--- src/rtl/fadd_pkg.sv ---
`default_nettype none
// ============================================================================
// Module      : fadd_pkg
// Description : Shared constants and types for the FP adder family.
//               Holds per-format widths (fp16/fp32/fp64) and the result
//               bundle produced by the close-path leading-zero anticipator.
//               The bundle is sized for the widest format; narrower builds
//               zero-extend into it.
// Revision    : 1.0  initial release
// ============================================================================
package fadd_pkg;

  // fp16
  localparam int c_fp16_frac_w    = 10;
  localparam int c_fp16_exp_w     = 5;
  localparam int c_fp16_frac_in_w = 2*c_fp16_frac_w + 1;
  localparam int c_fp16_lzc_w     = 32;
  localparam int c_fp16_sum_w     = c_fp16_frac_w + 4;

  // fp32
  localparam int c_fp32_frac_w    = 23;
  localparam int c_fp32_exp_w     = 8;
  localparam int c_fp32_frac_in_w = 2*c_fp32_frac_w + 1;
  localparam int c_fp32_lzc_w     = 128;
  localparam int c_fp32_sum_w     = c_fp32_frac_w + 4;

  // fp64
  localparam int c_fp64_frac_w    = 52;
  localparam int c_fp64_exp_w     = 11;
  localparam int c_fp64_frac_in_w = 2*c_fp64_frac_w + 1;
  localparam int c_fp64_lzc_w     = 256;
  localparam int c_fp64_sum_w     = c_fp64_frac_w + 4;

  // Widest format bounds the result bundle.
  localparam int c_lza_max_sum_w   = c_fp64_sum_w;
  localparam int c_lza_max_shift_w = $clog2(c_fp64_lzc_w);

  typedef struct packed {
    logic                         limited;
    logic [c_lza_max_shift_w-1:0] lza;
    logic [c_lza_max_sum_w-1:0]   overflow_l_mask;
    logic [c_lza_max_sum_w-1:0]   overflow_g_mask;
    logic [c_lza_max_sum_w-1:0]   normal_l_mask;
    logic [c_lza_max_sum_w-1:0]   normal_g_mask;
    logic [c_lza_max_sum_w-1:0]   overflow_s_mask;
    logic [c_lza_max_sum_w-1:0]   normal_s_mask;
  } lza_res_t;

endpackage
`default_nettype wire

--- src/rtl/fadd_lza_pipe_if.sv ---
`default_nettype none
// ============================================================================
// Module      : fadd_lza_pipe_if
// Description : Handshake and data bundle of the close-path LZA pipeline.
//               slave  : the LZA pipeline itself
//               master : upstream driver / downstream consumer
// Signals     : flush_i, in_valid_i/in_ready_o, frac_large_i, frac_small_i,
//               exp_large_i, small_rsh1_i, out_valid_o/out_ready_i,
//               lza_limited_by_exp_o, lza_o and the six normalisation masks.
// Revision    : 1.0  initial release
// ============================================================================
interface fadd_lza_pipe_if #(
  parameter int FRAC_W    = 10,
  parameter int EXP_W     = 5,
  parameter int FRAC_IN_W = 2*FRAC_W + 1,
  parameter int LZC_W     = 32,
  parameter int SUM_W     = FRAC_W + 4,
  parameter int SHIFT_W   = $clog2(LZC_W)
);
  logic                 flush_i;
  logic                 in_valid_i;
  logic                 in_ready_o;
  logic [FRAC_IN_W-1:0] frac_large_i;
  logic [FRAC_IN_W-1:0] frac_small_i;
  logic [EXP_W-1:0]     exp_large_i;
  logic                 small_rsh1_i;
  logic                 out_valid_o;
  logic                 out_ready_i;
  logic                 lza_limited_by_exp_o;
  logic [SHIFT_W-1:0]   lza_o;
  logic [SUM_W-1:0]     overflow_l_mask_o;
  logic [SUM_W-2:0]     overflow_g_mask_o;
  logic [SUM_W-2:0]     normal_l_mask_o;
  logic [SUM_W-3:0]     normal_g_mask_o;
  logic [SUM_W-3:0]     overflow_s_mask_o;
  logic [SUM_W-4:0]     normal_s_mask_o;

  modport slave (
    input  flush_i, in_valid_i, frac_large_i, frac_small_i, exp_large_i,
           small_rsh1_i, out_ready_i,
    output in_ready_o, out_valid_o, lza_limited_by_exp_o, lza_o,
           overflow_l_mask_o, overflow_g_mask_o, normal_l_mask_o,
           normal_g_mask_o, overflow_s_mask_o, normal_s_mask_o
  );

  modport master (
    output flush_i, in_valid_i, frac_large_i, frac_small_i, exp_large_i,
           small_rsh1_i, out_ready_i,
    input  in_ready_o, out_valid_o, lza_limited_by_exp_o, lza_o,
           overflow_l_mask_o, overflow_g_mask_o, normal_l_mask_o,
           normal_g_mask_o, overflow_s_mask_o, normal_s_mask_o
  );
endinterface
`default_nettype wire

--- src/rtl/fadd_lza_mask_gen.sv ---
`default_nettype none
// ============================================================================
// Module      : fadd_lza_mask_gen
// Description : Converts a left-shift amount into the one-hot L/G masks and
//               thermometer S masks used by the normalising shifter for the
//               Overflow and Normal result cases.
// Ports       : i_lza             - left-shift amount
//               o_overflow_l_mask - one-hot at SUM_W-1-lza (0 if out of range)
//               o_overflow_g_mask - overflow_l >> 1
//               o_normal_l_mask   - equal to overflow_g
//               o_normal_g_mask   - normal_l >> 1
//               o_overflow_s_mask - bit j set when j <= SUM_W-3-lza
//               o_normal_s_mask   - overflow_s >> 1
// Revision    : 1.0  initial release
// ============================================================================
module fadd_lza_mask_gen #(
  parameter int SUM_W   = 14,
  parameter int SHIFT_W = 5
) (
  input  wire logic [SHIFT_W-1:0] i_lza,
  output logic      [SUM_W-1:0]   o_overflow_l_mask,
  output logic      [SUM_W-2:0]   o_overflow_g_mask,
  output logic      [SUM_W-2:0]   o_normal_l_mask,
  output logic      [SUM_W-3:0]   o_normal_g_mask,
  output logic      [SUM_W-3:0]   o_overflow_s_mask,
  output logic      [SUM_W-4:0]   o_normal_s_mask
);

  // Comparisons in int arithmetic so lza >= SUM_W naturally yields empty masks.
  always_comb begin
    o_overflow_l_mask = '0;
    o_overflow_s_mask = '0;
    for (int j = 0; j < SUM_W; j++) begin
      o_overflow_l_mask[j] = (int'(i_lza) + j == SUM_W - 1);
    end
    for (int j = 0; j < SUM_W - 2; j++) begin
      o_overflow_s_mask[j] = (int'(i_lza) + j <= SUM_W - 3);
    end
  end

  assign o_overflow_g_mask = o_overflow_l_mask[SUM_W-1:1];
  assign o_normal_l_mask   = o_overflow_g_mask;
  assign o_normal_g_mask   = o_normal_l_mask[SUM_W-2:1];
  assign o_normal_s_mask   = o_overflow_s_mask[SUM_W-3:1];

endmodule
`default_nettype wire

--- src/rtl/lzc.sv ---
`default_nettype none
// ============================================================================
// Module      : lzc
// Description : Combinational zero counter.
//               MODE=1 counts leading zeros (from the MSB),
//               MODE=0 counts trailing zeros (from the LSB).
// Ports       : i_data  - vector to scan
//               o_cnt   - zero count (0 when i_data is all-zero)
//               o_empty - i_data is all-zero
// Revision    : 1.0  initial release
// ============================================================================
module lzc #(
  parameter int WIDTH = 32,
  parameter int MODE  = 1,
  parameter int CNT_W = $clog2(WIDTH)
) (
  input  wire logic [WIDTH-1:0] i_data,
  output logic      [CNT_W-1:0] o_cnt,
  output logic                  o_empty
);

  generate
    if (MODE == 1) begin : g_leading
      // Scan upward so the highest set bit is the last to write.
      always_comb begin
        o_cnt = '0;
        for (int i = 0; i < WIDTH; i++) begin
          if (i_data[i]) o_cnt = CNT_W'(WIDTH - 1 - i);
        end
      end
    end else begin : g_trailing
      always_comb begin
        o_cnt = '0;
        for (int i = WIDTH - 1; i >= 0; i--) begin
          if (i_data[i]) o_cnt = CNT_W'(i);
        end
      end
    end
  endgenerate

  assign o_empty = ~|i_data;

endmodule
`default_nettype wire

--- src/rtl/fadd_lza_pipe.sv ---
`default_nettype none
// ============================================================================
// Module      : fadd_lza_pipe
// Description : Pipelined leading-zero anticipator for the FP adder close
//               path. Builds the LZA detection vector from the aligned
//               fractions, merges in the exponent clamp, counts leading
//               zeros and expands the count into normalisation masks.
//               Stage 1 registers (v | lim) and the limited flag, stage 2
//               registers the count and masks. valid/ready on both sides.
// Ports       : clk, rst (synchronous, active-high)
//               bus (fadd_lza_pipe_if.slave) - handshake, operands, results
// Build macro : FADD_LZA_SINGLE_STAGE_EN - removes the stage-1 register,
//               latency becomes 1, result values unchanged.
// Revision    : 1.0  initial release
// ============================================================================
module fadd_lza_pipe
  import fadd_pkg::*;
#(
  parameter int FRAC_W    = c_fp16_frac_w,
  parameter int EXP_W     = c_fp16_exp_w,
  parameter int FRAC_IN_W = 2*FRAC_W + 1,
  parameter int LZC_W     = c_fp16_lzc_w,
  parameter int SUM_W     = FRAC_W + 4,
  parameter int SHIFT_W   = $clog2(LZC_W)
) (
  input  wire logic      clk,
  input  wire logic      rst,
  fadd_lza_pipe_if.slave bus
);

  localparam int c_og_w = SUM_W - 1;
  localparam int c_ng_w = SUM_W - 2;
  localparam int c_ns_w = SUM_W - 3;

  // ---------------------------------------------------------------- detection
  logic [LZC_W-1:0] w_a;
  logic [LZC_W-1:0] w_b;
  logic [LZC_W-1:0] w_v;
  logic [LZC_W-1:0] w_lim;
  logic [LZC_W-1:0] w_above;
  logic [LZC_W-1:0] w_vec;
  logic             w_limited;
  int               w_exp;
  int               w_hi;

  // Hidden bit is always 1; the small operand optionally arrives pre-shifted.
  assign w_a = {1'b1, bus.frac_large_i, {(LZC_W-1-FRAC_IN_W){1'b0}}};
  assign w_b = bus.small_rsh1_i
             ? ~{2'b01, bus.frac_small_i, {(LZC_W-2-FRAC_IN_W){1'b0}}}
             : ~{1'b1,  bus.frac_small_i, {(LZC_W-1-FRAC_IN_W){1'b0}}};

  always_comb begin
    w_v = '0;
    for (int i = 0; i < LZC_W - 1; i++) begin
      w_v[i] = ~((w_a[i+1] ^ w_b[i+1]) ^ (~w_a[i] & ~w_b[i]));
    end
  end

  // Exponent clamp: the shift may not take the exponent below 1. Bit 0 is
  // always set so the count never runs past the vector.
  always_comb begin
    w_exp = int'(bus.exp_large_i);
    if (w_exp <= 1)              w_hi = LZC_W - 1;
    else if (w_exp <= LZC_W - 1) w_hi = LZC_W - w_exp;
    else                         w_hi = 0;
    w_lim   = '0;
    w_above = '0;
    for (int i = 0; i < LZC_W; i++) begin
      w_lim[i]   = (i == 0) || (i == w_hi);
      w_above[i] = (i > w_hi);
    end
  end

  assign w_vec     = w_v | w_lim;
  assign w_limited = ~|(w_v & w_above);

  // ---------------------------------------------------------------- stage 1
  logic             w_s2_advance;
  logic             w_in_ready;
  logic             w_s1_valid;
  logic [LZC_W-1:0] w_s1_vec;
  logic             w_s1_limited;
  logic             r_s2_valid;

  assign w_s2_advance = ~r_s2_valid | bus.out_ready_i;

`ifdef FADD_LZA_SINGLE_STAGE_EN
  assign w_in_ready   = w_s2_advance;
  assign w_s1_valid   = bus.in_valid_i;
  assign w_s1_vec     = w_vec;
  assign w_s1_limited = w_limited;
`else
  logic             r_s1_valid;
  logic [LZC_W-1:0] r_s1_vec;
  logic             r_s1_limited;

  assign w_in_ready = ~r_s1_valid | w_s2_advance;

  always_ff @(posedge clk) begin
    if (rst) begin
      r_s1_valid   <= 1'b0;
      r_s1_vec     <= '0;
      r_s1_limited <= 1'b0;
    end else if (bus.flush_i) begin
      r_s1_valid <= 1'b0;
    end else if (w_in_ready) begin
      r_s1_valid <= bus.in_valid_i;
      if (bus.in_valid_i) begin
        r_s1_vec     <= w_vec;
        r_s1_limited <= w_limited;
      end
    end
  end

  assign w_s1_valid   = r_s1_valid;
  assign w_s1_vec     = r_s1_vec;
  assign w_s1_limited = r_s1_limited;
`endif

  assign bus.in_ready_o = w_in_ready;

  // ---------------------------------------------------------------- stage 2
  logic [SHIFT_W-1:0] w_lza;
  logic               w_unused_empty;
  logic [SUM_W-1:0]   w_ovl;
  logic [SUM_W-2:0]   w_ovg;
  logic [SUM_W-2:0]   w_nl;
  logic [SUM_W-3:0]   w_ng;
  logic [SUM_W-3:0]   w_ovs;
  logic [SUM_W-4:0]   w_ns;
  lza_res_t           r_s2_res;

  lzc #(
    .WIDTH (LZC_W),
    .MODE  (1)
  ) u_lzc (
    .i_data  (w_s1_vec),
    .o_cnt   (w_lza),
    .o_empty (w_unused_empty)
  );

  fadd_lza_mask_gen #(
    .SUM_W   (SUM_W),
    .SHIFT_W (SHIFT_W)
  ) u_mask_gen (
    .i_lza             (w_lza),
    .o_overflow_l_mask (w_ovl),
    .o_overflow_g_mask (w_ovg),
    .o_normal_l_mask   (w_nl),
    .o_normal_g_mask   (w_ng),
    .o_overflow_s_mask (w_ovs),
    .o_normal_s_mask   (w_ns)
  );

  always_ff @(posedge clk) begin
    if (rst) begin
      r_s2_valid <= 1'b0;
      r_s2_res   <= '0;
    end else if (bus.flush_i) begin
      r_s2_valid <= 1'b0;
    end else if (w_s2_advance) begin
      r_s2_valid <= w_s1_valid;
      if (w_s1_valid) begin
        r_s2_res.limited         <= w_s1_limited;
        r_s2_res.lza             <= c_lza_max_shift_w'(w_lza);
        r_s2_res.overflow_l_mask <= c_lza_max_sum_w'(w_ovl);
        r_s2_res.overflow_g_mask <= c_lza_max_sum_w'(w_ovg);
        r_s2_res.normal_l_mask   <= c_lza_max_sum_w'(w_nl);
        r_s2_res.normal_g_mask   <= c_lza_max_sum_w'(w_ng);
        r_s2_res.overflow_s_mask <= c_lza_max_sum_w'(w_ovs);
        r_s2_res.normal_s_mask   <= c_lza_max_sum_w'(w_ns);
      end
    end
  end

  assign bus.out_valid_o          = r_s2_valid;
  assign bus.lza_limited_by_exp_o = r_s2_res.limited;
  assign bus.lza_o                = SHIFT_W'(r_s2_res.lza);
  assign bus.overflow_l_mask_o    = SUM_W'(r_s2_res.overflow_l_mask);
  assign bus.overflow_g_mask_o    = c_og_w'(r_s2_res.overflow_g_mask);
  assign bus.normal_l_mask_o      = c_og_w'(r_s2_res.normal_l_mask);
  assign bus.normal_g_mask_o      = c_ng_w'(r_s2_res.normal_g_mask);
  assign bus.overflow_s_mask_o    = c_ng_w'(r_s2_res.overflow_s_mask);
  assign bus.normal_s_mask_o      = c_ns_w'(r_s2_res.normal_s_mask);

endmodule
`default_nettype wire

--- src/flat_wrapper.sv ---
// flat-port wrapper written by rule: the top's interface ports become plain ports
module fadd_lza_pipe_flat import fadd_pkg::*;
#(
  parameter int FRAC_W    = c_fp16_frac_w,
  parameter int EXP_W     = c_fp16_exp_w,
  parameter int FRAC_IN_W = 2*FRAC_W + 1,
  parameter int LZC_W     = c_fp16_lzc_w,
  parameter int SUM_W     = FRAC_W + 4,
  parameter int SHIFT_W   = $clog2(LZC_W)
)
  (clk, rst, bus_flush_i, bus_in_valid_i, bus_frac_large_i, bus_frac_small_i, bus_exp_large_i, bus_small_rsh1_i, bus_out_ready_i, bus_in_ready_o, bus_out_valid_o, bus_lza_limited_by_exp_o, bus_lza_o, bus_overflow_l_mask_o, bus_overflow_g_mask_o, bus_normal_l_mask_o, bus_normal_g_mask_o, bus_overflow_s_mask_o, bus_normal_s_mask_o);
  fadd_lza_pipe_if #(.FRAC_W(FRAC_W), .EXP_W(EXP_W), .FRAC_IN_W(FRAC_IN_W), .LZC_W(LZC_W), .SUM_W(SUM_W), .SHIFT_W(SHIFT_W)) bus_i ();
  input  wire logic clk;
  input  wire logic rst;
  input wire logic [$bits(bus_i.flush_i)-1:0] bus_flush_i;
  input wire logic [$bits(bus_i.in_valid_i)-1:0] bus_in_valid_i;
  input wire logic [$bits(bus_i.frac_large_i)-1:0] bus_frac_large_i;
  input wire logic [$bits(bus_i.frac_small_i)-1:0] bus_frac_small_i;
  input wire logic [$bits(bus_i.exp_large_i)-1:0] bus_exp_large_i;
  input wire logic [$bits(bus_i.small_rsh1_i)-1:0] bus_small_rsh1_i;
  input wire logic [$bits(bus_i.out_ready_i)-1:0] bus_out_ready_i;
  output wire logic [$bits(bus_i.in_ready_o)-1:0] bus_in_ready_o;
  output wire logic [$bits(bus_i.out_valid_o)-1:0] bus_out_valid_o;
  output wire logic [$bits(bus_i.lza_limited_by_exp_o)-1:0] bus_lza_limited_by_exp_o;
  output wire logic [$bits(bus_i.lza_o)-1:0] bus_lza_o;
  output wire logic [$bits(bus_i.overflow_l_mask_o)-1:0] bus_overflow_l_mask_o;
  output wire logic [$bits(bus_i.overflow_g_mask_o)-1:0] bus_overflow_g_mask_o;
  output wire logic [$bits(bus_i.normal_l_mask_o)-1:0] bus_normal_l_mask_o;
  output wire logic [$bits(bus_i.normal_g_mask_o)-1:0] bus_normal_g_mask_o;
  output wire logic [$bits(bus_i.overflow_s_mask_o)-1:0] bus_overflow_s_mask_o;
  output wire logic [$bits(bus_i.normal_s_mask_o)-1:0] bus_normal_s_mask_o;
  assign bus_i.flush_i = bus_flush_i;
  assign bus_i.in_valid_i = bus_in_valid_i;
  assign bus_i.frac_large_i = bus_frac_large_i;
  assign bus_i.frac_small_i = bus_frac_small_i;
  assign bus_i.exp_large_i = bus_exp_large_i;
  assign bus_i.small_rsh1_i = bus_small_rsh1_i;
  assign bus_i.out_ready_i = bus_out_ready_i;
  assign bus_in_ready_o = bus_i.in_ready_o;
  assign bus_out_valid_o = bus_i.out_valid_o;
  assign bus_lza_limited_by_exp_o = bus_i.lza_limited_by_exp_o;
  assign bus_lza_o = bus_i.lza_o;
  assign bus_overflow_l_mask_o = bus_i.overflow_l_mask_o;
  assign bus_overflow_g_mask_o = bus_i.overflow_g_mask_o;
  assign bus_normal_l_mask_o = bus_i.normal_l_mask_o;
  assign bus_normal_g_mask_o = bus_i.normal_g_mask_o;
  assign bus_overflow_s_mask_o = bus_i.overflow_s_mask_o;
  assign bus_normal_s_mask_o = bus_i.normal_s_mask_o;
  fadd_lza_pipe #(.FRAC_W(FRAC_W), .EXP_W(EXP_W), .FRAC_IN_W(FRAC_IN_W), .LZC_W(LZC_W), .SUM_W(SUM_W), .SHIFT_W(SHIFT_W)) u_core (.clk(clk), .rst(rst), .bus(bus_i));
endmodule
--- config.mk ---
export PLATFORM = sky130hd
export DESIGN_NAME = fadd_lza_pipe_flat
export DESIGN_NICKNAME = d
export VERILOG_FILES = /design/src/rtl/fadd_pkg.sv /design/src/rtl/fadd_lza_pipe_if.sv /design/src/rtl/fadd_lza_mask_gen.sv /design/src/rtl/lzc.sv /design/src/rtl/fadd_lza_pipe.sv /design/src/flat_wrapper.sv
export SDC_FILE = /design/constraint.sdc
export NUM_CORES = 1
export LEC_CHECK = 0
export BUFFER_PORTS_ARGS = -buffer_cell sky130_fd_sc_hd__buf_4
export CORE_MARGIN = 2
export CORE_UTILIZATION = 40
export CTS_CLUSTER_DIAMETER = 80
export DETAILED_ROUTE_END_ITERATION = 10
export PLACE_DENSITY = 0.64
export SLEW_MARGIN = 15
export SYNTH_ARGS = -nofsm -noshare
export SYNTH_HDL_FRONTEND = slang
export SYNTH_SLANG_ARGS = --single-unit
--- constraint.sdc ---
create_clock -name clk -period 3.8 [get_ports clk]
set_input_delay 0.95 -clock clk [delete_from_list [all_inputs] [get_ports clk]]
set_output_delay 0.95 -clock clk [all_outputs]
set_load 0.005 [all_outputs]
==> Yosys cells after proc, flatten, opt, wreduce, memory -nomap -nowiden <==
Index checks and enable logic that the tools add are counted.
W data, S select, Z words.
{ "word_totals": {"reg_bits": 103, "latchBits": 0, "ram_bits": 0, "romBits": 0, "input_bits": 53, "output_inout_bits": 83, "elab_cells": 320, "memories": 0} }
{ "classes": {"addsub": 14, "multipliers": 0, "div": 0, "n_lt_le_gt_ge": 45, "eq_ne": 45, "n_shift": 0, "mux": 34, "n_bitwise": 166, "reduce_logical": 5} }
{ "op_table": {"columns": ["cell", "n"], "rows": [
  ["$eq A6 B32 Y1 const A", 16],
  ["$gt A6 B32 Y1 const A", 16],
  ["$eq A32 B5 Y1 const B", 11],
  ["$eq A5 B32 Y1 const A", 8],
  ["$gt A5 B32 Y1 const A", 8],
  ["$mux W5", 32],
  ["$eq A4 B32 Y1 const A", 4],
  ["$gt A4 B32 Y1 const A", 4],
  ["$not A1 Y1", 87],
  ["$le A6 B4 Y1 const B", 11],
  ["$eq A3 B32 Y1 const A", 2],
  ["$gt A3 B32 Y1 const A", 2],
  ["$mux W32", 2],
  ["$xor A1 B1 Y1", 52],
  ["$add A5 B4 Y6 const B", 6],
  ["$and A31 B32 Y32", 1],
  ["$eq A2 B32 Y1 const A", 1],
  ["$gt A1 B32 Y1 const A", 1],
  ["$gt A2 B32 Y1 const A", 1],
  ["$not A31 Y32", 1],
  ["$not A32 Y32", 1],
  ["$or A31 B32 Y32", 1],
  ["$reduce_or A32 Y1", 1],
  ["$add A5 B3 Y6 const B", 4],
  ["12 further kinds", 36]
]} }

==> Longest topological paths before layout <==
Gate-level depths: netlist (run 1).
{ "logic_depth": {"depth_word": 34, "ltp_mapped": 12, "mapped_depth_nobuf": 12} }

==> Hierarchy <==
A second synthesis (run 1) with hierarchy kept.
{ "unflattened": {"cells_unflattened": 958, "hier_area_um2": 7349.5} }
{ "modules_own_cells": {"columns": ["module", "instances", "cells_per_inst", "area_per_inst_um2", "seq_area_each_um2"], "rows": [
  ["fadd_lza_pipe", 1, 702, 5609.1, 2322.2],
  ["fadd_lza_mask_gen", 1, 187, 1360.1, 0.0],
  ["lzc", 1, 69, 380.4, 0.0]
]} }

==> Least setup slack after synthesis (run 1) <==
No wires, ideal clock.
{ "synth_timing": {"kind": "input-to-reg", "startpoint": "input bus_exp_large_i[0]", "endpoint": "register u_core.r_s1_limited", "setup_time_ns": 0.087, "t_arrival_ns": 3.437, "required_ns": 3.713, "slack_ns": 0.276, "stages": 11, "n_path_buf": 1, "cell_sequence": "clkbuf_1 -> inv_1 -> ha_1 -> nor3b_1 -> xnor2_1 -> nor2_2 -> nor2_4 -> a31oi_1 -> a311o_1 -> or4_1 -> o31ai_1"} }
{ "synth_between": {"elab_chain_cells": 6, "word_cells_on_any_way": 38, "cone_classes": "add/sub (1); order compare (33); mux (1); bitwise (1); reduce/logical (2)"} }
{ "synth_rtl": {"columns": ["item", "line_no", "rtl"], "rows": [
  ["from (decl)", "flat_wrapper.sv:19", "input wire logic [$bits(bus_i.exp_large_i)-1:0] bus_exp_large_i;"],
  ["$sub A6 B5 Y7 / $le A5 B1 Y1 (equally long branches)", "fadd_lza_pipe.sv:64, fadd_lza_pipe.sv:63", null],
  ["$mux W32 (*)", "fadd_lza_pipe.sv:63", "if (w_exp <= 1) w_hi = LZC_W - 1;"],
  ["$gt A1 B32 Y1 (tied with other cells)", "fadd_lza_pipe.sv:70", "w_above[i] = (i > w_hi);"],
  ["$and A31 B32 Y32 (*)", "fadd_lza_pipe.sv:75", "assign w_limited = ~|(w_v & w_above);"],
  ["$reduce_or A32 Y1 (*)", "fadd_lza_pipe.sv:75", null],
  ["$logic_not A1 Y1 (*)", "fadd_lza_pipe.sv:75", null],
  ["to (signal assigned)", "fadd_lza_pipe.sv:110", "r_s1_limited <= w_limited;"],
  ["to (decl)", "fadd_lza_pipe.sv:95", "logic r_s1_limited;"]
]} }
Every way passes the cells marked *; elsewhere a longest branch is shown, timed or not.
A chain may end at the register's enable or synchronous reset.

==> Final worst setup path (run 1) <==
{ "layout_timing": {"startpoint": "register u_core.r_s1_vec[5]", "endpoint": "register u_core.r_s2_res (netlist bit u_core.bus.normal_g_mask_o[5])"} }
{ "layout_between": {"elab_chain_cells": 29} }
{ "layout_rtl": {"columns": ["item", "line_no", "rtl"], "rows": [
  ["from (decl)", "fadd_lza_pipe.sv:94", "logic [LZC_W-1:0] r_s1_vec;"],
  ["from (signal assigned)", "fadd_lza_pipe.sv:109", "r_s1_vec <= w_vec;"],
  ["$mux W5 (27 in series)", "lzc.sv:28", "if (i_data[i]) o_cnt = CNT_W'(WIDTH - 1 - i);"],
  ["$add A5 B3 Y6", "fadd_lza_mask_gen.sv:34", "o_overflow_l_mask[j] = (int'(i_lza) + j == SUM_W - 1);"],
  ["$eq A32 B5 Y1", "fadd_lza_mask_gen.sv:34", null],
  ["to (decl)", "fadd_lza_pipe.sv:131", "lza_res_t r_s2_res;"]
]} }
Every way passes these cells.

==> results of run 1 <==
[how the worst max path moves through the flow]
stage	depth (start not counted)	end	startpoint
2_1_floorplan	11	u_core.r_s1_limited	bus_exp_large_i[0]
3_3_place_gp	11	u_core.r_s1_limited	bus_exp_large_i[0]
3_5_place_dp	11	u_core.r_s1_limited	bus_exp_large_i[0]
4_1_cts	12	u_core.bus.normal_g_mask_o[5]	u_core.r_s1_vec[5]
5_1_grt	12	u_core.bus.normal_g_mask_o[5]	u_core.r_s1_vec[5]
6_report	12	u_core.bus.normal_g_mask_o[5]	u_core.r_s1_vec[5]
[report_power, final]
part,total (mW),internal [mW],leakage [nW],switching (mW)
clock,0.870,0.519,0.145,0.351
combinational,0.917,0.352,2.10,0.565
sequential,0.767,0.732,0.545,0.0352
total,2.55,1.60,2.79,0.951
[through the flow]
step | utilization (%) | worst slack (ns)
floorplan | - | 0.276
global placement | 48.3 | 0.278
detailed placement | 48.3 | 0.260
CTS | 50.7 | 0.451
global route | 50.7 | 0.254
finish | 50.7 | 0.440
[registers in the layout, indices dropped and copies added (netlist names)]
name                             cells
u_core.r_s1_vec                     32
u_core.bus.normal_g_mask_o          12
u_core.bus.normal_s_mask_o          11
u_core.bus.lza_o                     5
u_core.bus.lza_limited_by_exp_o      1
u_core.bus.normal_l_mask_o           1
u_core.bus.out_valid_o               1
u_core.bus.overflow_l_mask_o         1
u_core.bus.overflow_s_mask_o         1
u_core.r_s1_limited                  1
u_core.r_s1_valid                    1
[kinds of logic (layout without fill, tap and decap cells)]
group | Yosys count | after routing
AOI/OAI and AO/OA | 178 | 178
xor gates and xnor gates | 33 | 33
adders and majority gates | 29 | 29
buffers and inverters | 115 | 204
DFF | 67 | 67
muxes | 25 | 25
and+or+nand+nor | 244 | 244
[routing by layer]
metal	global-route usage, %	vias to the layer above	part of all wire, %
met3	4.02	49	5.4
met4	11.6	0	4.4
li1	-	2628	-
met5	0	-	0
met1	28.5	2532	41
met2	42.9	218	49
[worst max-delay path: stages (launching register included)]
cell and delay (ns):
dfxtp_1 0.33, or4_1 0.58, o2111ai_1 0.26, a31o_2 0.26, nand2_2 0.21, ha_1 0.33
inv_1 0.15, nor2_1 0.05, mux2i_1 0.11, o21ai_0 0.09, a311o_1 0.29, or4_1 0.47
a21oi_1 0.15
[Yosys cell counts, types with 6 or more instances]
| cell | instances |
|---|---|
| inv_1 | 32 |
| nand3_1 | 16 |
| nand2b_1 | 7 |
| nor2_1 | 72 |
| nor3_1 | 16 |
| nand4_1 | 7 |
| a31oi_1 | 15 |
| xnor2_1 | 16 |
| o21ai_0 | 29 |
| a211oi_1 | 10 |
| or4_1 | 6 |
| mux2_2 | 21 |
| ha_1 | 29 |
| o211ai_1 | 6 |
| a21oi_1 | 46 |
| a311oi_1 | 10 |
| nor4_1 | 14 |
| dfxtp_1 | 67 |
| xor2_1 | 17 |
| buf_4 | 50 |
| clkbuf_1 | 26 |
| nand2_1 | 75 |
[final cells by class]
class / instances / area, um2
fill: 1281 / 6300
multi-input combinational: 509 / 3330
sequential: 67 / 1340
timing repair buffer: 154 / 1160
clock buffer: 9 / 225
tap: 172 / 215
inverter: 34 / 128
clock inverter: 7 / 82.6
[placed cells by master (no fill, tap or decap), drive strengths merged, types with 16 or more instances in the layout]
cell / netlist / layout
mux2: 21 / 21
o21ai: 30 / 30
xnor2: 16 / 16
nand2: 76 / 76
ha: 29 / 29
a21oi: 47 / 47
xor2: 17 / 17
dfxtp: 67 / 67
nand3: 16 / 16
inv: 33 / 37
nor2: 75 / 75
buf: 54 / 154
nor3: 16 / 16
==> impl_metrics.json, run 1 <==
{
  "r2r.worst_path.cells": 12,
  "synthMuxAreaShare_pct": 5.23,
  "crit_required_ns": 4.07,
  "wirelength_mm": 17.0,
  "vias_per_cell": 5.70,
  "vias": 5427,
  "clk_pin_slew_worst_paths_ns": 0.06,
  "min_path_type": "reg -> reg",
  "reg2reg_to": "u_core.bus.normal_g_mask_o[5]",
  "coreArea_um2": 12800,
  "run_status": "finished, final reports clean",
  "ys.warnings.count": 0,
  "worstSetupStartpointType": "register",
  "drtPass1Iterations": 5,
  "drive_above_1_share_pct": 26.5,
  "yosysUniqueCellTypes": 73,
  "drtIter0Drc": 328,
  "power.total_mw": 2.55,
  "r2r_slack_ns": 0.44,
  "area_growth_pct": 22.5,
  "synth_top_area_cell": "dfxtp_1",
  "cts_root_buf": "clkbuf_16",
  "grt_usage_pct": 24.3,
  "whs_endpoint": "u_core.bus.lza_o[4]",
  "synth-compound-area-share_pct": 23.4,
  "synth_ff_type": "dfxtp_1",
  "grt_pass1_vias": 5219,
  "worstSkewPairLatency_ns": 0.34,
  "yosys.area_share.simple_pct": 21.9,
  "synth_cells": 691,
  "drtAntennaViolNets": 0,
  "fin_setup_tns_ns": 0,
  "grt_max_degree": 55,
  "synth_edf_count": 0,
  "nets": 857,
  "clockBufferDepth": 2,
  "synth_xor_area_share_pct": 5.47,
  "drv_slew": 0,
  "finalCriticalPeriod_ns": 3.36,
  "ctsResizeCount": 0,
  "row_count": 41,
  "cts_buffers": 9,
  "cts_setup_buffers": 0,
  "max_freq_mhz": 298,
  "grt_pass1_wl_mm": 27.6,
  "synth_top_cell_area_share_pct": 25.4,
  "synth_seq_area_share_pct": 25.4,
  "synth_top_family_by_area": "compound AO/OA/AOI/OAI gates",
  "wl_per_cell_um": 17.8,
  "final-setup-viol-count": 0,
  "synthAdderAreaFrac_pct": 6.87,
  "ys_ff_latch": 67,
  "powerDensity_nw_per_um2": 394,
  "cts.sinks": 67,
  "synthTopCellsByArea": "dfxtp_1 (25%), buf_4 (7.1%), ha_1 (6.9%)",
  "holdPathStages": 2,
  "routabilityCongestion": 0.923,
  "overflow": 0,
  "dp_hpwl_mm": 13.5,
  "hp-start": "u_core.bus.lza_o[4]",
  "initial_utilization_pct": 41.4,
  "period_share_pct": 88.4,
  "rsz0062_at_grt": "false",
  "io_pins": 136,
  "die_x_um": 119,
  "cp_max_fo": 12,
  "async_reset_ff_share_pct": 0,
  "ctsHoldBuffers": 0,
  "dp_cells": 936,
  "cp-end-kind": "register",
  "r2r_start": "u_core.r_s1_vec[5]",
  "drv_cap": 0,
  "skew_ns": 0.00857,
  "worst_slew_pin_slew_ns": 0.853,
  "diodes": 0,
  "crit_type": "reg -> reg",
  "syn_area_per_cell_um2": 7.65,
  "grt_antenna_before_repair": 0,
  "fin_cells": 952,
  "hold_viol": 0,
  "syn-num-nets": 773,
  "die-area_um2": 14100,
  "cts_tree": "built",
  "postPlaceCellArea_um2": 6170,
  "ir_worst_vdd_uv": 223,
  "port_buffers": 135,
  "drc": 0,
  "arrival_ns": 3.63,
  "p_leak_nw": 2.79,
  "slew_headroom_pct": 43.0,
  "stdcell_area_um2": 6470,
  "syn_area_um2": 5290,
  "hold_slack_ns": 0.456,
  "die_y_um": 119,
  "ctsHtreeMaxLevel": 3
}
Note: power is estimated with default switching activity, not from simulation.
==> run 2: changes to the inputs <==
- CORE_UTILIZATION: 40 -> 34
- PLACE_DENSITY: 0.64 -> 0.56
- clock period: 3.8 -> 3.55 ns (I/O delays scaled with it)
==> run 2 against run 1 <==
Net effect: design area increased by 2.1%; clock skew decreased by 0.0014 ns; largest cell class unchanged; via count is 0.81% lower.
==> impl_metrics.json, run 2 (same netlist as run 1, synthesis figures left out) <==
{
  "slew_headroom_pct": 56.3,
  "skew_ns": 0.00713,
  "port_buffers": 135,
  "ctsResizeCount": 0,
  "coreArea_um2": 15200,
  "vias": 5383,
  "worstSetupStartpointType": "register",
  "grt_usage_pct": 21.6,
  "dp_hpwl_mm": 14.2,
  "max_freq_mhz": 297,
  "nets": 870,
  "cp_max_fo": 8,
  "period_share_pct": 94.7,
  "overflow": 0,
  "final_common_cell": "buf_4",
  "grt_antenna_before_repair": 0,
  "cts_tree": "built",
  "run_status": "finished, final reports clean",
  "clk_pin_slew_worst_paths_ns": 0.06,
  "drv_slew": 0,
  "drtIter0Drc": 301,
  "cts_buffers": 9,
  "crit_required_ns": 3.83,
  "finalCriticalPeriod_ns": 3.36,
  "min_path_type": "reg -> reg",
  "crit_type": "reg -> reg",
  "io_pins": 136,
  "ctsHoldBuffers": 0,
  "drv_cap": 0,
  "largest_reg_flops": 32,
  "initial_utilization_pct": 34.8,
  "grt_pass1_vias": 5205,
  "vias_per_cell": 5.49,
  "cts.sinks": 67,
  "p_leak_nw": 2.87,
  "ctsHtreeMaxLevel": 3,
  "cts_root_buf": "clkbuf_16",
  "wl_per_cell_um": 18.0,
  "powerDensity_nw_per_um2": 430,
  "power.total_mw": 2.84,
  "ir_worst_vdd_uv": 264,
  "grt_max_degree": 45,
  "drive_above_1_share_pct": 27.7,
  "die_x_um": 129,
  "area_growth_pct": 25.0,
  "fin_setup_tns_ns": 0,
  "final-setup-viol-count": 0,
  "top_register": "u_core.r_s1_vec",
  "drtPass1Iterations": 7,
  "arrival_ns": 3.65,
  "grt_pass1_wl_mm": 27.8,
  "row_count": 45,
  "die-area_um2": 16600,
  "worst_slew_pin_slew_ns": 0.637,
  "wirelength_mm": 17.6,
  "cts_setup_buffers": 0,
  "hold_viol": 0,
  "die_y_um": 129,
  "worstSkewPairLatency_ns": 0.35,
  "routabilityCongestion": 0.926,
  "final_cell_mix": "buf_4 (167), nand2_1 (75), nor2_1 (72)",
  "rsz0062_at_grt": "false",
  "cp-end-kind": "register",
  "drc": 0,
  "diodes": 0,
  "clockBufferDepth": 2,
  "drtAntennaViolNets": 0
}
-- run 2: layer usage --
metal | vias to the layer above | wire length (um) | track usage (%)
li1 | 2656 | - | -
met1 | 2521 | 7290 | 24.7
met2 | 177 | 9040 | 39.5
met3 | 29 | 764 | 4.20
met4 | 0 | 531 | 8.70
met5 | - | 0 | 0
-- run 2: critical path, cell delays in order, from the launching register on --
cell	delay [ns]
dfxtp_1	0.33
or4_1	0.59
o2111ai_1	0.30
a31o_2	0.27
nand2_2	0.17
ha_1	0.28
inv_1	0.14
nor2_1	0.06
mux2i_1	0.12
o21ai_0	0.11
a311o_1	0.30
or4_1	0.49
a21oi_1	0.14
-- run 2: cell type report --
class / instances / area (um2)
inverter: 34 / 128
multi-input combinational: 509 / 3330
clock inverter: 7 / 98.8
timing repair buffer: 167 / 1250
tap: 188 / 235
fill: 1566 / 8590
clock buffer: 9 / 225
sequential: 67 / 1340
-- run 2: worst paths after layout --
| path | startpoint | to | slack, ns | depth (start not counted) |
|---|---|---|---|---|
| worst min-delay path | u_core.bus.overflow_l_mask_o[0] | u_core.bus.overflow_l_mask_o[0] | 0.45 | 2 |
| worst max register to register | u_core.r_s1_vec[5] | u_core.bus.normal_g_mask_o[5] | 0.19 | 12 |
| worst max-delay path | u_core.r_s1_vec[5] | u_core.bus.normal_g_mask_o[5] | 0.19 | 12 |
| worst min register to register | u_core.bus.overflow_l_mask_o[0] | u_core.bus.overflow_l_mask_o[0] | 0.45 | 2 |
-- run 2: where the power goes --
part,leakage (nW),internal [mW],total (mW),switching [mW]
combinational,2.16,0.415,1.05,0.633
clock,0.156,0.619,0.974,0.355
sequential,0.545,0.783,0.821,0.0372
-- run 2: metrics by stage --
| stage | setup WS (ns) | cell area [um2] | hold WS, ns | util, % | std cells |
|---|---|---|---|---|---|
| 2_1_floorplan | 0.0883 | 5290 | 0.432 | - | 691 |
| 3_3_place_gp | 0.249 | 6280 | 0.446 | 41.3 | 965 |
| 3_5_place_dp | 0.172 | 6280 | 0.451 | 41.3 | 965 |
| 4_1_cts | 0.238 | 6610 | 0.459 | 43.5 | 981 |
| 5_1_grt | 0.0230 | 6610 | 0.489 | 43.5 | 981 |
| 6_report | 0.187 | 6610 | 0.454 | 43.5 | 981 |
==> run 3: changes to the inputs <==
==> constraint.sdc (replaced) <==
create_clock -name clk -period 3.55 [get_ports clk]
set_input_delay 0.1775 -clock clk [delete_from_list [all_inputs] [get_ports clk]]
set_output_delay 0.1775 -clock clk [all_outputs]
set_load 0.005 [all_outputs]
==> run 3 against run 2 <==
Net effect: via count down 0.28%; final cell count fell by 1.7%; die area is the same; combinational power down 5%; wire length decreased by 1.3%; clock power increased by 2%; utilization shrank 0.78 points; sequential cell count unchanged; clock skew fell by 0.0015 ns.
==> impl_metrics.json, run 3 (same netlist as run 1, synthesis figures left out) <==
{
  "period_share_pct": 93.2,
  "stdcell_area_um2": 6490,
  "ir_worst_vdd_uv": 244,
  "ctsHtreeMaxLevel": 3,
  "finalCriticalPeriod_ns": 3.31,
  "overflow": 0,
  "diodes": 0,
  "grt_antenna_before_repair": 0,
  "dp_hpwl_mm": 13.6,
  "cts_buffers": 9,
  "p_sw_mw": 1.02,
  "die_x_um": 129,
  "powerDensity_nw_per_um2": 432,
  "wirelength_mm": 17.4,
  "fin_util_pct": 42.7,
  "grt_pass1_wl_mm": 27.4,
  "vias_per_cell": 5.57,
  "crit_type": "reg -> reg",
  "worstSetupStartpointType": "register",
  "drc": 0,
  "worstSkewPairLatency_ns": 0.34,
  "routabilityCongestion": 0.940,
  "area_growth_pct": 22.8,
  "slew_headroom_pct": 42.8,
  "row_count": 45,
  "min_path_type": "in -> reg",
  "wl_per_cell_um": 18.0,
  "die-area_um2": 16600,
  "drtAntennaViolNets": 0,
  "nets": 853,
  "io_pins": 136,
  "postPlaceCellArea_um2": 6160,
  "top_register": "u_core.r_s1_vec",
  "largest_reg_flops": 32,
  "grt_usage_pct": 21.1,
  "p_leak_nw": 2.78,
  "crit_required_ns": 3.82,
  "cp_max_fo": 12,
  "skew_ns": 0.00567,
  "cell_internal_pwr_mw": 1.78,
  "final-setup-viol-count": 0,
  "final_cell_mix": "buf_4 (150), nand2_1 (75), nor2_1 (72)",
  "drv_cap": 0,
  "cts.sinks": 67,
  "arrival_ns": 3.58,
  "seqPwrFrac_pct": 29.3,
  "die_y_um": 129,
  "vias": 5368,
  "drive_above_1_share_pct": 26.3,
  "cp-end-kind": "register",
  "clockBufferDepth": 2,
  "ctsHoldBuffers": 0,
  "grt_pass1_vias": 5138,
  "coreArea_um2": 15200,
  "worst_slew_pin_slew_ns": 0.856,
  "clk_pin_slew_worst_paths_ns": 0.06,
  "initial_utilization_pct": 34.8,
  "max_freq_mhz": 302,
  "final_common_cell": "buf_4",
  "pwr-share-comb_pct": 35.4,
  "port_buffers": 135,
  "hold_viol": 0,
  "clkPwrFrac_pct": 35.3,
  "drtPass1Iterations": 5,
  "sw_frac_of_total_pct": 36.5,
  "run_status": "finished, final reports clean",
  "power.total_mw": 2.80,
  "grt_max_degree": 55,
  "rsz0062_at_grt": "false",
  "cts_root_buf": "clkbuf_16",
  "drtIter0Drc": 423,
  "cts_tree": "built",
  "fin_setup_tns_ns": 0,
  "drv_slew": 0
}
## run 3: through the flow
stage	std cells	setup slack [ns]	hold WS, ns
4_1_cts	964	0.205	0.0370
3_3_place_gp	948	0.309	0.386
5_1_grt	964	0.0120	0.0535
6_report	964	0.240	0.0430
3_5_place_dp	948	0.236	0.394
2_1_floorplan	691	0.566	0.257
## run 3: metal layers
layer | vias up | GRT usage [%] | wire length, um
met2 | 189 | 36.7 | 8470
met5 | - | 0 | 0
li1 | 2625 | - | -
met3 | 40 | 2.87 | 707
met4 | 0 | 10.4 | 687
met1 | 2514 | 25.5 | 7520
## run 3: area by class of cell
class                   instances  area, um2
clock buffers                   9        225
well taps                     188        235
fillers                      1579       8710
repair buffers                150       1130
clock inverters                 7        101
flip-flops and latches         67       1340
multi-input cells             509       3330
inverters                      34        128
## run 3: timing repair
action                     4_1_cts  5_1_grt
setup endpoints to repair        0        1
resized for setup                0        1
buffers inserted                 0        0
## run 3: path summary, 6_finish.rpt
kind | from | to | slack [ns] | cells after the start
max reg2reg | u_core.r_s1_vec[5] | u_core.bus.normal_g_mask_o[5] | 0.24 | 12
max | u_core.r_s1_vec[5] | u_core.bus.normal_g_mask_o[5] | 0.24 | 12
min reg2reg | u_core.bus.lza_limited_by_exp_o | u_core.bus.lza_limited_by_exp_o | 0.46 | 2
min | bus_flush_i | u_core.bus.out_valid_o | 0.04 | 2
## run 3: power groups by stage
stage,combinational (mW),sequential [mW],clock (mW)
2_1_floorplan,0.663,0.825,0
5_1_grt,1.09,0.826,1.03
3_3_place_gp,0.986,0.835,0
6_report,0.994,0.821,0.990
4_1_cts,0.981,0.820,1.00
3_5_place_dp,0.975,0.837,0
## run 3: worst max-delay path: stages (launching register included)
cell and delay (ns):
dfxtp_1 0.33, or4_1 0.60, o2111ai_2 0.24, a31o_2 0.24
nand2_2 0.18, ha_1 0.32, inv_1 0.14, nor2_1 0.06
mux2i_1 0.12, o21ai_0 0.10, a311o_1 0.30, or4_1 0.47
a21oi_1 0.14
